<file path="src/rtl/mont_pkg.sv">
// rtl/mont_pkg.sv - Shared constants, FSM state and op-select types for the Montgomery sequencer
package mont_pkg;
    localparam int               WIDTH   = 64;
    localparam logic [WIDTH-1:0] N_MOD   = 64'hFFFF_FFFF_FFFF_FFF1;
    localparam logic [WIDTH-1:0] R2_MOD  = 64'd225;
    localparam int               TIMEOUT = 1024;
    localparam int               CNT_W   = $clog2(TIMEOUT + 1);

    typedef enum logic [2:0] {
        ST_IDLE     = 3'd0,
        ST_CONV_A   = 3'd1,
        ST_CONV_B   = 3'd2,
        ST_MUL      = 3'd3,
        ST_CONV_OUT = 3'd4,
        ST_DONE     = 3'd5
    } state_e;

    typedef enum logic [1:0] {
        OP_CONV_A   = 2'd0,
        OP_CONV_B   = 2'd1,
        OP_MUL      = 2'd2,
        OP_CONV_OUT = 2'd3
    } op_e;

    localparam logic PH_ISSUE = 1'b0;
    localparam logic PH_WAIT  = 1'b1;
endpackage

</file>
<file path="src/rtl/mont_op_mux.sv">
// rtl/mont_op_mux.sv - Selects REDC engine operands for the current op
// MONT_SEQ_SHORTCUT_EN: MUL multiplies a_bar by plain b, folding the output conversion in.
module mont_op_mux
    import mont_pkg::*;
(
    input  op_e              op_i,
    input  logic [WIDTH-1:0] a_i,
    input  logic [WIDTH-1:0] b_i,
    input  logic [WIDTH-1:0] a_bar_i,
    input  logic [WIDTH-1:0] b_bar_i,
    input  logic [WIDTH-1:0] c_bar_i,
    output logic [WIDTH-1:0] op_a_o,
    output logic [WIDTH-1:0] op_b_o
);
`ifdef MONT_SEQ_SHORTCUT_EN
    logic unused_b_bar;
    assign unused_b_bar = ^b_bar_i;
`endif

    always_comb begin
        op_a_o = '0;
        op_b_o = '0;
        case (op_i)
            OP_CONV_A: begin
                op_a_o = a_i;
                op_b_o = R2_MOD;
            end
            OP_CONV_B: begin
                op_a_o = b_i;
                op_b_o = R2_MOD;
            end
            OP_MUL: begin
                op_a_o = a_bar_i;
`ifdef MONT_SEQ_SHORTCUT_EN
                op_b_o = b_i;
`else
                op_b_o = b_bar_i;
`endif
            end
            default: begin
                op_a_o = c_bar_i;
                op_b_o = WIDTH'(1);
            end
        endcase
    end
endmodule

</file>
<file path="src/rtl/mont_mul_sequencer.sv">
// rtl/mont_mul_sequencer.sv - Sequences (a*b) mod N through a shared REDC engine
// MONT_SEQ_SHORTCUT_EN selects the two-op chain REDC(REDC(a, R^2), b).
module mont_mul_sequencer
    import mont_pkg::*;
(
    input  logic             clk,
    input  logic             rst,
    input  logic             in_valid,
    output logic             in_ready,
    input  logic [WIDTH-1:0] in_a,
    input  logic [WIDTH-1:0] in_b,
    output logic             mm_req_valid,
    input  logic             mm_req_ready,
    output logic [WIDTH-1:0] mm_op_a,
    output logic [WIDTH-1:0] mm_op_b,
    input  logic             mm_rsp_valid,
    input  logic [WIDTH-1:0] mm_rsp_data,
    output logic             res_valid,
    input  logic             res_ready,
    output logic [WIDTH-1:0] res_data,
    output logic             res_err,
    output logic             busy
);
    state_e           state_q, state_d;
    logic             phase_q, phase_d;
    logic [CNT_W-1:0] cnt_q, cnt_d;
    logic [WIDTH-1:0] a_q, a_d, b_q, b_d;
    logic [WIDTH-1:0] a_bar_q, a_bar_d, b_bar_q, b_bar_d, c_bar_q, c_bar_d;
    logic [WIDTH-1:0] res_q, res_d;
    logic             err_q, err_d;
    logic             op_state, rsp_take;
    logic [WIDTH-1:0] mux_a, mux_b;
    op_e              op;

    assign op_state     = (state_q != ST_IDLE) && (state_q != ST_DONE);
    assign mm_req_valid = op_state && (phase_q == PH_ISSUE);
    assign rsp_take     = op_state && (phase_q == PH_WAIT) && mm_rsp_valid;
    assign mm_op_a      = mm_req_valid ? mux_a : '0;
    assign mm_op_b      = mm_req_valid ? mux_b : '0;
    assign in_ready     = (state_q == ST_IDLE);
    assign res_valid    = (state_q == ST_DONE);
    assign busy         = (state_q != ST_IDLE);
    assign res_data     = res_q;
    assign res_err      = err_q;

    always_comb begin
        case (state_q)
            ST_CONV_B:   op = OP_CONV_B;
            ST_MUL:      op = OP_MUL;
            ST_CONV_OUT: op = OP_CONV_OUT;
            default:     op = OP_CONV_A;
        endcase
    end

    mont_op_mux u_op_mux (
        .op_i    (op),
        .a_i     (a_q),
        .b_i     (b_q),
        .a_bar_i (a_bar_q),
        .b_bar_i (b_bar_q),
        .c_bar_i (c_bar_q),
        .op_a_o  (mux_a),
        .op_b_o  (mux_b)
    );

    always_comb begin
        state_d = state_q;
        phase_d = phase_q;
        cnt_d   = cnt_q;
        a_d     = a_q;
        b_d     = b_q;
        a_bar_d = a_bar_q;
        b_bar_d = b_bar_q;
        c_bar_d = c_bar_q;
        res_d   = res_q;
        err_d   = err_q;
        case (state_q)
            ST_IDLE: begin
                if (in_valid) begin
                    a_d     = in_a;
                    b_d     = in_b;
                    phase_d = PH_ISSUE;
                    cnt_d   = '0;
                    if ((in_a >= N_MOD) || (in_b >= N_MOD)) begin
                        state_d = ST_DONE;
                        res_d   = '0;
                        err_d   = 1'b1;
                    end else begin
                        state_d = ST_CONV_A;
                        err_d   = 1'b0;
                    end
                end
            end
            ST_DONE: begin
                if (res_ready) state_d = ST_IDLE;
            end
            default: begin
                // A response landing on the final budget cycle still wins over the timeout.
                if (rsp_take) begin
                    phase_d = PH_ISSUE;
                    cnt_d   = '0;
                    case (state_q)
                        ST_CONV_A: begin
                            a_bar_d = mm_rsp_data;
`ifdef MONT_SEQ_SHORTCUT_EN
                            state_d = ST_MUL;
`else
                            state_d = ST_CONV_B;
`endif
                        end
                        ST_CONV_B: begin
                            b_bar_d = mm_rsp_data;
                            state_d = ST_MUL;
                        end
                        ST_MUL: begin
                            c_bar_d = mm_rsp_data;
`ifdef MONT_SEQ_SHORTCUT_EN
                            res_d   = mm_rsp_data;
                            state_d = ST_DONE;
`else
                            state_d = ST_CONV_OUT;
`endif
                        end
                        default: begin
                            res_d   = mm_rsp_data;
                            state_d = ST_DONE;
                        end
                    endcase
                end else if (cnt_q == CNT_W'(TIMEOUT - 1)) begin
                    state_d = ST_DONE;
                    res_d   = '0;
                    err_d   = 1'b1;
                end else begin
                    cnt_d = cnt_q + CNT_W'(1);
                    if ((phase_q == PH_ISSUE) && mm_req_ready) phase_d = PH_WAIT;
                end
            end
        endcase
    end

    always_ff @(posedge clk) begin
        if (rst) begin
            state_q <= ST_IDLE;
            phase_q <= PH_ISSUE;
            cnt_q   <= '0;
            a_q     <= '0;
            b_q     <= '0;
            a_bar_q <= '0;
            b_bar_q <= '0;
            c_bar_q <= '0;
            res_q   <= '0;
            err_q   <= 1'b0;
        end else begin
            state_q <= state_d;
            phase_q <= phase_d;
            cnt_q   <= cnt_d;
            a_q     <= a_d;
            b_q     <= b_d;
            a_bar_q <= a_bar_d;
            b_bar_q <= b_bar_d;
            c_bar_q <= c_bar_d;
            res_q   <= res_d;
            err_q   <= err_d;
        end
    end
endmodule

</file>
<file path="config.mk">
export PLATFORM = sky130hd
export DESIGN_NAME = mont_mul_sequencer
export DESIGN_NICKNAME = d
export VERILOG_FILES = /design/src/rtl/mont_pkg.sv /design/src/rtl/mont_op_mux.sv /design/src/rtl/mont_mul_sequencer.sv
export SDC_FILE = /design/constraint.sdc
export NUM_CORES = 1
export LEC_CHECK = 0
export CAP_MARGIN = 20
export CORE_ASPECT_RATIO = 0.7
export CORE_MARGIN = 8
export CORE_UTILIZATION = 45
export CTS_CLUSTER_DIAMETER = 50
export DETAILED_ROUTE_END_ITERATION = 10
export PLACE_DENSITY = 0.73
export SYNTH_ARGS = -nofsm -noshare
export SYNTH_HDL_FRONTEND = slang
export SYNTH_SLANG_ARGS = --single-unit
</file>
<file path="constraint.sdc">
create_clock -name clk -period 7 [get_ports clk]
set_clock_uncertainty 0.05 [all_clocks]
set_input_delay 2.1 -clock clk [delete_from_list [all_inputs] [get_ports clk]]
set_output_delay 2.1 -clock clk [all_outputs]
set_load 0.02 [all_outputs]
</file>
==> results by group <==
Detailed routing
  • DRC Markers: 0
  • Routed vias: 18200
  • First-pass iteration count of the detailed router: 6
  • WL/cell: 21.8 microns
  • Post-DRT Antenna Nets: 0
  • DR iter-0 viols: 1977
  • Via density: 5.72
  • Post-detailed-routing wire length: 69000 microns

Critical path
  • End of the critical path: mm_op_a[26]
  • Crit path max fanout: 43
  • Worst R2R Setup Slack: 3940 ps
  • Required @ worst endpoint: 4850 ps
  • Critical Path Source Type: flip-flop
  • CP delay by family, top: buffers and inverters
  • CP Launch Point: state_q[2]
  • Slowest cell on the critical path: nand2_2
  • Arrival @ worst endpoint: 4150 ps
  • Number of cells on the critical path: 6
  • R2R Path Start: state_q[1]
  • Reg2Reg Depth: 5
  • Critical setup path kind: reg2out
  • Crit. End Element: output pin
  • R2R Path End: c_bar_q[57]
  • CP peak stage delay: 960 ps
  • Crit-path cells: clkinv_1 -> nand2_2 -> buf_4 -> a211oi_1 -> nor2_1 -> clkdlybuf4s50_1
  • Critical path buffer and inverter count: 3

Timing
  • Min Hold Slack: 387 ps
  • Slew Viols, Final: 0
  • Max_slew headroom: 22.4%
  • Final Hold Vio Count: 0
  • Setup TNS: 0 ps
  • Min cycle time layout: 6300 ps
  • Worst setup margin: 702 ps
  • Worst slew pin tran: 1160 ps
  • Setup violators final: 0
  • Period utilization: 90.0%
  • Peak Freq: 159 MHz
  • RSZ-0062 raised after global routing: false

Clock tree
  • Reg clk slew, reported paths: 60 ps
  • Post CTS Setup Buffer Count: 0
  • CTS H-Tree Depth: 2
  • Root buf cell: clkbuf_16
  • CTS Sinks: 400
  • Clk buf depth: 3
  • CTS buffer count: 42
  • Post-CTS resize count: 0
  • CTS tree: built
  • Worst skew pair latency: 550 ps
  • Number of hold buffers added after CTS: 0

Yosys
  • Synth Flop Type: dfxtp_1
  • Post-synth ARST share: 0%
  • Simple-gate portion of the synthesized area: 25.7%
  • Post-synthesis adder-cell area fraction: 0.0710%
  • Complex-gate fraction of the synthesized area: 23.4%
  • Mapped Cells: 2330
  • Syn_nets: 2529
  • Largest family of logic cells by synthesized area: simple AND/OR/NAND/NOR gates
  • Mapped Area: 17600 sq um
  • Mux share of post-synthesis cell area: 0.114%
  • Seq/Total Area, Yosys: 45.4%
  • XOR/XNOR share of the synthesized area: 0.248%
  • Post-synth EDFFs: 0
  • Number of synthesized register bits: 400
  • Syn_area_per_cell: 7.56 sq um
  • Ys Warns: 0
  • Synth cell types: 52

Place
  • GPL Wtd Cong: 0.934
  • Dpl hpwl: 47400 microns
  • Dpl ws: 1360 ps
  • Port bufs: 394

Cells and area
  • Final #Nets: 2801
  • Register area: 8010 sq um
  • Syn-to-layout area delta: 31.8%
  • Multi-input gate area: 8800 sq um
  • Layout cells sized above 1: 4.97%
  • Fillers: 3443

Die
  • Die X: 253 microns
  • Boundary pin count: 395
  • Die Footprint: 45900 sq um
  • Core area: 38500 sq um
  • Initial Util: 45.8%
  • Rows: 60
  • Die height: 182 microns

Power and ir drop
  • Net Sw Frac: 27.2%
  • Pwr dens: 240 nW/um^2
  • Tot Pwr: 0.00557 W
  • Logic pwr share: 15.1%
  • Sequential share of power: 43.0%
  • Pint: 0.00405 W
  • P_leak: 8.45 nW
  • P_sw: 0.00152 W
  • VDD IR-drop max: 173 uV
  • Clock power frac: 41.9%

Min path
  • Worst Hold Class: reg2reg

Global routing
  • Pin count of the biggest net entering global routing: 114
  • Remaining global-route overflow: 0
  • Gr usage total: 28.4%
  • Initial antenna violation count: 16
  • Wire length of the first global-routing pass: 104000 microns
  • Vias in the first global route: 17100

Outcome
  • Status: finished, final reports clean

Flow run
  • Max-Cap Viols: 0
[cells in the final DEF, fill, tap and decap left out, types with 4 or more instances in the layout]
master           synthesis  final
clkbuf_8                 3     14
o21a_1                   4      4
o21ai_0                 72     72
a211oi_1                37     37
clkbuf_16                0     45
or3_1                    5      4
clkinv_2                 0      5
nor2_1                  80     78
nor4_1                  13     13
nand3_1                  6      6
nand4_1                 34     34
nor2b_1                 66     65
dfxtp_1                400    399
nand2_1                711    709
a21o_1                  65     65
and2_1                  62     62
clkbuf_1               175      8
a221oi_1                29     29
diode_2                  0     12
a21oi_1                393    393
clkdlybuf4s50_1          0    393
inv_1                    6      6
and3_1                  38     37
a32o_1                  64     64
buf_4                    0     35
[metal layers]
metal | track usage, % | share of wire (%) | up-vias | wire, microns
met5 | 0 | 0.075 | - | 52
met4 | 9.45 | 3.0 | 8 | 2040
met3 | 7.45 | 9.6 | 135 | 6610
met2 | 43.8 | 45 | 834 | 31000
met1 | 38.3 | 43 | 8685 | 29300
li1 | - | - | 8498 | -
[state kept, by name, summed over array words and instances (netlist names)]
signal	flops
a_bar_q	64
cnt_q	11
res_data	64
phase_q	1
res_err	1
a_q	64
state_q	3
b_q	64
b_bar_q	64
c_bar_q	64
[cell usage after synthesis (4+ instances only)]
master / number / share of area [%]
nand3_1: 6 / 0.17
and3_1: 38 / 1.3
a221oi_1: 29 / 1.4
a32o_1: 64 / 3.6
nor2b_1: 66 / 2.3
o21ai_0: 72 / 2.0
nor3_1: 4 / 0.11
buf_1: 13 / 0.28
nand2_1: 711 / 15
buf_2: 5 / 0.14
nor2_1: 80 / 1.7
dfxtp_1: 400 / 45
or3_1: 5 / 0.18
o21a_1: 4 / 0.17
nand4_1: 34 / 1.2
and2_1: 62 / 2.2
a21o_1: 65 / 2.8
inv_1: 6 / 0.13
a21oi_1: 393 / 11
clkbuf_1: 175 / 3.7
a211oi_1: 37 / 1.6
buf_8: 6 / 0.51
nor4_1: 13 / 0.46
[worst reg2reg max path, stage by stage, from the launching register on]
cell	delay, ps
dfxtp_1	850
nand2_1	350
nor2_4	940
buf_4	520
nand2_1	130
a21oi_1	140
[layout make-up]
cell class,instances,share of cell area [%]
clock buffers,67,5.80
diodes,12,0.129
well taps,527,2.84
flip-flops and latches,400,34.5
multi-input cells,1720,37.9
inverters,7,0.113
repair buffers,431,18.3
clock inverters,9,0.442
[worst min-delay path by stage]
| stage | start | to | slack (ps) | cells past startpoint |
|---|---|---|---|---|
| after floorplan | cnt_q[10] | cnt_q[10] | 360 | 2 |
| after detailed placement | cnt_q[10] | cnt_q[10] | 370 | 2 |
| after global placement | cnt_q[10] | cnt_q[10] | 370 | 2 |
| after global routing | cnt_q[10] | cnt_q[10] | 410 | 2 |
| after CTS | cnt_q[10] | cnt_q[10] | 380 | 2 |
| final | cnt_q[10] | cnt_q[10] | 390 | 2 |
[power groups by stage]
stage | combinational [W] | sequential (W) | clock [W]
4_1_cts | 0.000825 | 0.00239 | 0.00236
3_3_place_gp | 0.000813 | 0.00244 | 0
3_5_place_dp | 0.000820 | 0.00244 | 0
2_1_floorplan | 0.000440 | 0.00243 | 0
5_1_grt | 0.000897 | 0.00240 | 0.00245
6_report | 0.000839 | 0.00240 | 0.00233
[kinds of logic (layout without fill, tap and decap cells)]
| kind of cell | count (synthesis) | count (layout) |
|---|---|---|
| and+or+nand+nor | 1036 | 1036 |
| other | 0 | 12 |
| adders and majority gates | 1 | 1 |
| muxes | 2 | 2 |
| buffers and inverters | 210 | 514 |
| xor gates and xnor gates | 5 | 5 |
| DFF | 400 | 400 |
| AOI/OAI and AO/OA | 676 | 676 |
[per-stage QoR]
stage | instances | utilization (%) | instance area, sq um
3_3_place_gp | 3084 | 56.4 | 21700
6_report | 3173 | 60.3 | 23200
5_1_grt | 3173 | 60.3 | 23200
3_5_place_dp | 3084 | 56.4 | 21700
4_1_cts | 3160 | 60.2 | 23200
2_1_floorplan | 2330 | - | 17600
No activity file was read; power rests on OpenSTA's default activity.
==> RTL edit, RTL diff (config.mk and constraints unchanged) <==
Add a define of `MONT_SEQ_SHORTCUT_EN`.
--- a/src/rtl/mont_op_mux.sv
+++ b/src/rtl/mont_op_mux.sv
@@ -2,2 +2,4 @@
 // MONT_SEQ_SHORTCUT_EN: MUL multiplies a_bar by plain b, folding the output conversion in.
+`define MONT_SEQ_SHORTCUT_EN
+
 module mont_op_mux
Function: changed (a bounded check fails within 4 cycles, from zero or initial values and one cycle with rst high).
==> RTL edit against the unedited design <==
Synthesized area decreased by 9.6%; routed wire length decreased by 3.6%; sequential cell count decreased by 64; design area decreased by 8.3%; hold slack improved by 13 ps; critical path type unchanged; sequential share of layout area decreased by 2.9 points; setup slack improved by 320 ps; synthesized cell count decreased by 5.6%; first-iteration DRC count decreased by 0.61%.
Power is not compared: it rests on default switching activity, and its combinational part moved more than twofold at a synthesized area within 25%.
==> RTL edit: results (changes against the unedited design) <==
metric,value,unit,change
nFillCells,3182,,-7.6%
gp_congestion,0.918,,-1.7%
synth_area_per_cell,7.25,um^2,-4.2%
stdcell_count,2975,,-6.2%
drt-initial-drc-count,1965,,-0.61%
ys_types,49,,-5.8%
synth_common_cells,"nand2_1 (589), a21oi_1 (393), dfxtp_1 (336)",,
met3_usage,0.0885,,+0.0140
ir_worst_vdd,206,uV,
antenna_found_initial,4,,-12
viasPerCell,5.87,,+2.6%
dp_hpwl,45200,um,-4.7%
yosysSeqAreaShare,0.422,,-0.0322
min_to,c_bar_q[56]$_SDFFE_PP0P_,,
grt_pass1_vias,16800,,-2.3%
p_leak,0.00722,uW,
syn_nets,2398,,-5.2%
grt_usage,0.302,,+0.0179
synth_fa_ha_area_frac,0.000785,,+0.0000752
drive_above_1_share,0.0472,,-0.00253
grt_first_pass_wirelength,100000,um,-3.5%
use_met1,0.405,,+0.0224
cp.arrival,3820,ps,-330 ps
cp_max_fo,31,,-28%
synth-xor-area-share,0.00220,,-0.000286
synth_mux_area_frac,0.0415,,+0.0403
reg2reg_depth,6,,+1
dp_slack,1600,ps,+239 ps
worst_pin_slew,1210,ps,+51.2 ps
synth-compound-area-share,0.197,,-0.0367
reg2reg_to,a_bar_q[2]$_SDFFE_PP0P_,,
cp_slowest_stage_delay,790,ps,-170 ps
path_delay_family,simple AND/OR/NAND/NOR gates,,
cts_inserted_buffers,38,,-9.5%
crit_end,mm_op_b[28],,
max_freq,0.167,GHz,+5.4%
totalWireLength,66500,um,-3.6%
clock_latency,530,ps,-20 ps
cts_resized,0,,unchanged
final_net_count,2670,,-4.7%
outcome,"complete, no violations",,
grtUsageMet2,0.449,,+0.0110
hold_start,c_bar_q[56]$_SDFFE_PP0P_,,
cts-root-buf,clkbuf_16,,
rrSetupSlack,3260,ps,-680 ps
place_inst,2902,,-5.9%
synth_area_leaders,"dfxtp_1 (42%), nand2_1 (14%), a21oi_1 (12%)",,
grt_max_degree,177,,+55%
cp_slowest_cell,dfxtp_1,,
[RTL edit: layer usage]
metal	vias up	wire length (um)
li1	8062	-
met1	8185	27400
met2	1033	28300
met3	182	7970
met4	4	2850
met5	-	29
[RTL edit: cell type report]
type / count / area [um^2] / share of cell area
well taps: 472 / 591 / 0.0277
clock buffers: 51 / 1130 / 0.0532
inverters: 4 / 15.0 / 0.000704
repair buffers: 419 / 4170 / 0.196
clock inverters: 18 / 216 / 0.0102
diodes: 3 / 7.51 / 0.000352
flip-flops and latches: 336 / 6730 / 0.316
multi-input cells: 1672 / 8450 / 0.396
[RTL edit: through the flow]
step / cell area [um^2] / hold WS [ps]
after CTS: 21300 / 403
after floorplan: 15900 / 383
final: 21300 / 400
after global routing: 21300 / 418
after detailed placement: 19900 / 394
after global placement: 19900 / 388
[RTL edit: power groups by stage]
stage,clock network (uW),logic (uW),registers [uW]
after floorplan,0,1470,2300
after global placement,0,2390,2350
after detailed placement,0,2420,2350
after CTS,2160,2430,2310
after global routing,2250,2640,2340
final,2140,2490,2320
